File: config.mk
export PLATFORM = sky130hd
export DESIGN_NAME = rf_riscv_mp
export DESIGN_NICKNAME = d
export VERILOG_FILES = /design/src/rtl/rf_riscv_pkg.sv /design/src/rtl/rf_riscv_rdport.sv /design/src/rtl/rf_riscv_mp.sv
export SDC_FILE = /design/constraint.sdc
export NUM_CORES = 2
export LEC_CHECK = 0
export CAP_MARGIN = 20
export CORE_ASPECT_RATIO = 1.25
export CORE_UTILIZATION = 27
export CTS_BUF_LIST = sky130_fd_sc_hd__clkbuf_8
export CTS_CLUSTER_SIZE = 25
export DETAILED_ROUTE_END_ITERATION = 16
export GPL_ROUTABILITY_DRIVEN = 1
export REMOVE_ABC_BUFFERS = 1
export SETUP_SLACK_MARGIN = 0.4
export SLEW_MARGIN = 20
export SYNTH_ARGS = -nofsm -noshare
export SYNTH_HDL_FRONTEND = slang
export SYNTH_SLANG_ARGS = --single-unit
export TNS_END_PERCENT = 1
File: constraint.sdc
create_clock -name clk -period 4.4 [get_ports clk]
set_clock_uncertainty 0.2 [all_clocks]
set_input_delay 1.1 -clock clk [delete_from_list [all_inputs] [get_ports clk]]
set_output_delay 1.1 -clock clk [all_outputs]
set_load 0.02 [all_outputs]
File: src/rtl/rf_riscv_pkg.sv
// Shared definitions for the multi-port RISC-V integer register file.
//   rf_state_e      : controller state (post-reset clear sweep, then normal operation)
//   RF_XLEN_DEFAULT : default data width
//   RF_ZERO_ADDR    : architectural address of the hard-wired zero register
package rf_riscv_pkg;

  typedef enum logic {
    RF_CLEAR = 1'b0,
    RF_READY = 1'b1
  } rf_state_e;

  localparam int unsigned RF_XLEN_DEFAULT = 32;
  localparam int unsigned RF_ZERO_ADDR    = 0;

endpackage

File: src/rtl/rf_riscv_rdport.sv
// One combinational read port of rf_riscv_mp.
// Optional feature macro: RF_RISCV_MP_BYPASS_EN (adds the write-first bypass inputs).
// Ports:
//   i_busy       : clear sweep running; forces the read data to zero
//   i_ra         : read address
//   i_mem        : storage contents, entry 0 unused
//   i_byp_en     : (bypass build) a write is being committed this cycle
//   i_byp_addr   : (bypass build) address of that write
//   i_byp_data   : (bypass build) data of that write
//   o_rd         : read data
module rf_riscv_rdport
  import rf_riscv_pkg::*;
#(
  parameter int unsigned XLEN = RF_XLEN_DEFAULT,
  parameter int unsigned NREG = 32,
  parameter int unsigned AW   = 5
) (
  input  logic                       i_busy,
  input  logic [AW-1:0]              i_ra,
  input  logic [NREG-1:0][XLEN-1:0]  i_mem,
`ifdef RF_RISCV_MP_BYPASS_EN
  input  logic                       i_byp_en,
  input  logic [AW-1:0]              i_byp_addr,
  input  logic [XLEN-1:0]            i_byp_data,
`endif
  output logic [XLEN-1:0]            o_rd
);

  logic w_valid;

  // Masking (x0, out of range, busy) takes priority over the bypass.
  assign w_valid = !i_busy && (i_ra != AW'(RF_ZERO_ADDR)) && (32'(i_ra) < NREG);

  always_comb begin
    o_rd = '0;
    if (w_valid) begin
`ifdef RF_RISCV_MP_BYPASS_EN
      if (i_byp_en && (i_byp_addr == i_ra)) begin
        o_rd = i_byp_data;
      end else begin
        o_rd = i_mem[i_ra];
      end
`else
      o_rd = i_mem[i_ra];
`endif
    end
  end

endmodule

File: src/rtl/rf_riscv_mp.sv
// Parametrised multi-port integer register file with x0 hard-wired to zero and a
// sequential post-reset clear sweep.
// Optional feature macro: RF_RISCV_MP_BYPASS_EN (write-first bypass on every read port).
// Ports:
//   clk  : clock, rising edge
//   rst  : synchronous active-high reset, restarts the clear sweep
//   WE   : write enable (ignored while busy)
//   A3   : write address
//   WD3  : write data
//   RA   : packed read addresses, port i at RA[i*AW +: AW]
//   RD   : packed read data, port i at RD[i*XLEN +: XLEN]
//   busy : clear sweep in progress
module rf_riscv_mp
  import rf_riscv_pkg::*;
#(
  parameter  int unsigned XLEN = RF_XLEN_DEFAULT,
  parameter  int unsigned NREG = 32,
  parameter  int unsigned NRD  = 2,
  localparam int unsigned AW   = (NREG > 1) ? $clog2(NREG) : 1
) (
  input  logic                clk,
  input  logic                rst,
  input  logic                WE,
  input  logic [AW-1:0]       A3,
  input  logic [XLEN-1:0]     WD3,
  input  logic [NRD*AW-1:0]   RA,
  output logic [NRD*XLEN-1:0] RD,
  output logic                busy
);

  rf_state_e                r_state, w_state_d;
  logic [AW-1:0]            r_cnt, w_cnt_d;
  logic                     w_clr_en;
  logic                     w_wr_ok;
  // Entry 0 is never written; the read ports mask address 0 to zero.
  logic [NREG-1:0][XLEN-1:0] r_mem;

  always_ff @(posedge clk) begin
    if (rst) begin
      r_state <= RF_CLEAR;
      r_cnt   <= AW'(1);
    end else begin
      r_state <= w_state_d;
      r_cnt   <= w_cnt_d;
    end
  end

  always_comb begin
    w_state_d = r_state;
    w_cnt_d   = r_cnt;
    w_clr_en  = 1'b0;
    unique case (r_state)
      RF_CLEAR: begin
        w_clr_en = 1'b1;
        if (r_cnt == AW'(NREG - 1)) begin
          w_state_d = RF_READY;
        end else begin
          w_cnt_d = r_cnt + AW'(1);
        end
      end
      RF_READY: begin
      end
    endcase
  end

  assign busy    = (r_state == RF_CLEAR);
  assign w_wr_ok = (r_state == RF_READY) && WE && (A3 != AW'(RF_ZERO_ADDR)) &&
                   (32'(A3) < NREG);

  // Reset drops any write or clear step sampled on the same edge.
  always_ff @(posedge clk) begin
    if (!rst) begin
      if (w_clr_en) begin
        r_mem[r_cnt] <= '0;
      end else if (w_wr_ok) begin
        r_mem[A3] <= WD3;
      end
    end
  end

  for (genvar gi = 0; gi < NRD; gi++) begin : g_rd
    rf_riscv_rdport #(
      .XLEN (XLEN),
      .NREG (NREG),
      .AW   (AW)
    ) u_rdport (
      .i_busy     (busy),
      .i_ra       (RA[gi*AW +: AW]),
      .i_mem      (r_mem),
`ifdef RF_RISCV_MP_BYPASS_EN
      .i_byp_en   (w_wr_ok),
      .i_byp_addr (A3),
      .i_byp_data (WD3),
`endif
      .o_rd       (RD[gi*XLEN +: XLEN])
    );
  end

endmodule

==> results.cfg <==
[synth]
ys_ff_latch = 1030
postSynth.asyncResetShare_pct = 0
syn_area_mm2 = 0.0588
ys_types = 44
synth_edf_count = 1024
synth_ff_type = edfxtp_1
syn_inst = 4919
seq_area_frac_synth_pct = 52.5
yosysWarningCount = 0
avgSynthCellArea_um2 = 12.0

[die]
ioPinCount = 115
rows = 191
initial_core_util_pct = 27.2
dieArea_mm2 = 0.220
die_h_um = 524
fp.coreArea_mm2 = 0.217
die_w_um = 419

[detailed_routing]
routedWlPerCell_um = 34.6
first_pass_iters = 8
routed_wl_um = 284000
ant_nets = 0
drt_iter0_markers = 7934
via_count = 50900
drc = 0
vias_per_cell = 6.22

[critical_path]
crit_fanout = 12
end_kind = output pin
arrival_ps = 3280
cp_cell_sequence = buf_16 -> buf_12 -> buf_4 -> nor2b_4 -> buf_8 -> a22oi_1 -> nand3_1 -> nand4_1 -> buf_4 -> buf_12
critPathMaxStageDelay_ps = 460
critical_path_class = primary input to output pin
slowest_stage = nand4_1
cp_top_family = buffers and inverters
crit_buf_inv = 6
start_kind = primary input
cp.required_ps = 3100

[power]
vdd_drop_max_uv = 311
p_leak_nw = 27.3
p_per_area_mw_per_mm2 = 338

[final_layout]
layout_common_cells = edfxtp_1 (1,024), nand2_1 (732), o21ai_0 (588)
multi_input_area_mm2 = 0.0267
finalNonFillerCells = 8185
final_common_cell = edfxtp_1
seqCellArea_mm2 = 0.0309
syn2layout_area_growth_pct = 20.9
drive_above_1_share_pct = 21.9
fillCellCount = 21800
nets = 5201
stdcell_area_mm2 = 0.0711

[timing]
hold_viol = 0
slew_viol_final = 0
finalSetupTns_ps = -1750
rsz0062_at_grt = yes
tightest_slew_ps = 1120
maxSlewHeadroom_pct = 25.4
period_needed_ps = 4580
hold_ws_ps = 343
max_freq_mhz = 218
finalSetupViolCount = 28
setup_ws_ps = -178
final.period_utilization_pct = 104

[place]
dpl.cell_count = 7815
gp_congestion = 0.989
port_buffers = 114
dp_hpwl_um = 181000
pre_cts_ws_ps = -722
place_area_mm2 = 0.0668

[clock_tree]
clockBufferDepth = 3
clkLatencyLatePin_ps = 930
path_clk_slew_ps = 60
cts_tree = built
numCtsBuffers = 179
cts_sinks = 1030
clockRootBuffer = clkbuf_8
ctsHtreeMaxLevel = 4

[global_routing]
first_global_vias = 49600
grt.overflow.total = 0
track_usage_pct = 25.1
grt_max_degree = 67
grt_pass1_wl_um = 388000
antenna_found_initial = 24

[hold_path]
hp-class = flop to flop

[run]
maxCapViolCount = 0

[run_status]
violations = setup timing
status = complete, but fails checks
## report_power, final
part / internal, mW / switching, mW / total, mW
logic: 1.46 / 2.02 / 3.49
registers: 11.6 / 0.505 / 12.1
clock network: 4.06 / 4.39 / 8.44
total: 17.1 / 6.92 / 24.1
## logic make-up after synthesis
kind of cell    Yosys count  synth area share (%)
compound gates         1480                  16.8
xor+xnor                  3                0.0447
fa+ha+maj                 5                 0.106
buf+inv                 567                  4.31
flops                  1030                  52.5
mux                     772                  18.5
simple gates           1062                  7.78
## repair_timing
action | 4_1_cts | 5_1_grt
resized for setup | 85 | 73
setup buffers | 38 | 0
endpoints found under the hold margin | 0 | 0
hold buffers | 0 | 0
endpoints found under the setup margin | 64 | 64
pin swaps | 25 | 36
cloned | 6 | 0
## area by class of cell
cell class | count | share of cell area [%]
diodes | 7 | 0.0246
clock buffers | 181 | 3.50
clock inverters | 137 | 0.989
inverters | 27 | 0.143
multi-input cells | 3322 | 37.5
flip-flops and latches | 1030 | 43.4
well taps | 2895 | 5.09
repair buffers | 586 | 9.34
## through the flow
step           utilization (%)  power, mW
2_1_floorplan                -       13.8
3_3_place_gp              30.8       15.5
3_5_place_dp              30.8       15.6
4_1_cts                   32.7       23.9
5_1_grt                   32.8       24.6
6_report                  32.8       24.1
## final timing paths
kind	end	startpoint	depth (start not counted)	slack (ps)
setup / recovery	RD[34]	RA[5]	10	-180
hold / removal	r_cnt[1]	r_cnt[1]	2	340
setup reg to reg	r_mem[151]	r_cnt[0]	7	1120
hold reg to reg	r_cnt[1]	r_cnt[1]	2	340
## cells in the mapped netlist, types with 4 or more instances
cell type / number / area (um2)
dfxtp_1: 6 / 120
and2_1: 40 / 250
nand4_1: 65 / 407
o21ai_1: 56 / 280
buf_4: 33 / 248
a22o_1: 441 / 3860
buf_1: 4 / 15.0
nand3_1: 138 / 691
mux4_2: 252 / 5680
nand2_1: 732 / 2750
inv_1: 25 / 93.8
ha_1: 5 / 62.6
buf_2: 158 / 791
o21ai_0: 588 / 2940
edfxtp_1: 1024 / 30700
a22oi_1: 264 / 1980
mux2i_1: 520 / 5200
nor2b_1: 13 / 81.3
a21oi_1: 48 / 240
a32oi_1: 6 / 52.6
nand2b_1: 6 / 37.5
a31oi_1: 71 / 444
nor2_2: 4 / 25.0
buf_6: 11 / 124
nor2_1: 45 / 169
clkbuf_1: 333 / 1250
## worst reg2reg max path, delay by kind of cell (launching register included)
family,cells,cell delay [ps]
AO/OA/AOI/OAI,2,970
adder cells (fa/ha/maj),1,370
AND/OR/NAND/NOR,2,450
buffers and inverters,2,660
flip-flops,1,430
## state kept, by name, summed over array words and instances, names as in the netlist
signal and cells:
r_cnt 5, r_state 1, r_mem 1024
## per-layer routing
layer | vias up | GRT usage [%] | share of wire [%]
met4 | 24 | 18.9 | 8.9
met2 | 4690 | 38.3 | 44
met3 | 1312 | 8.21 | 14
li1 | 19800 | - | -
met5 | - | 0 | 0.064
met1 | 25100 | 29.2 | 33
No activity file was read; power rests on OpenSTA's default activity.
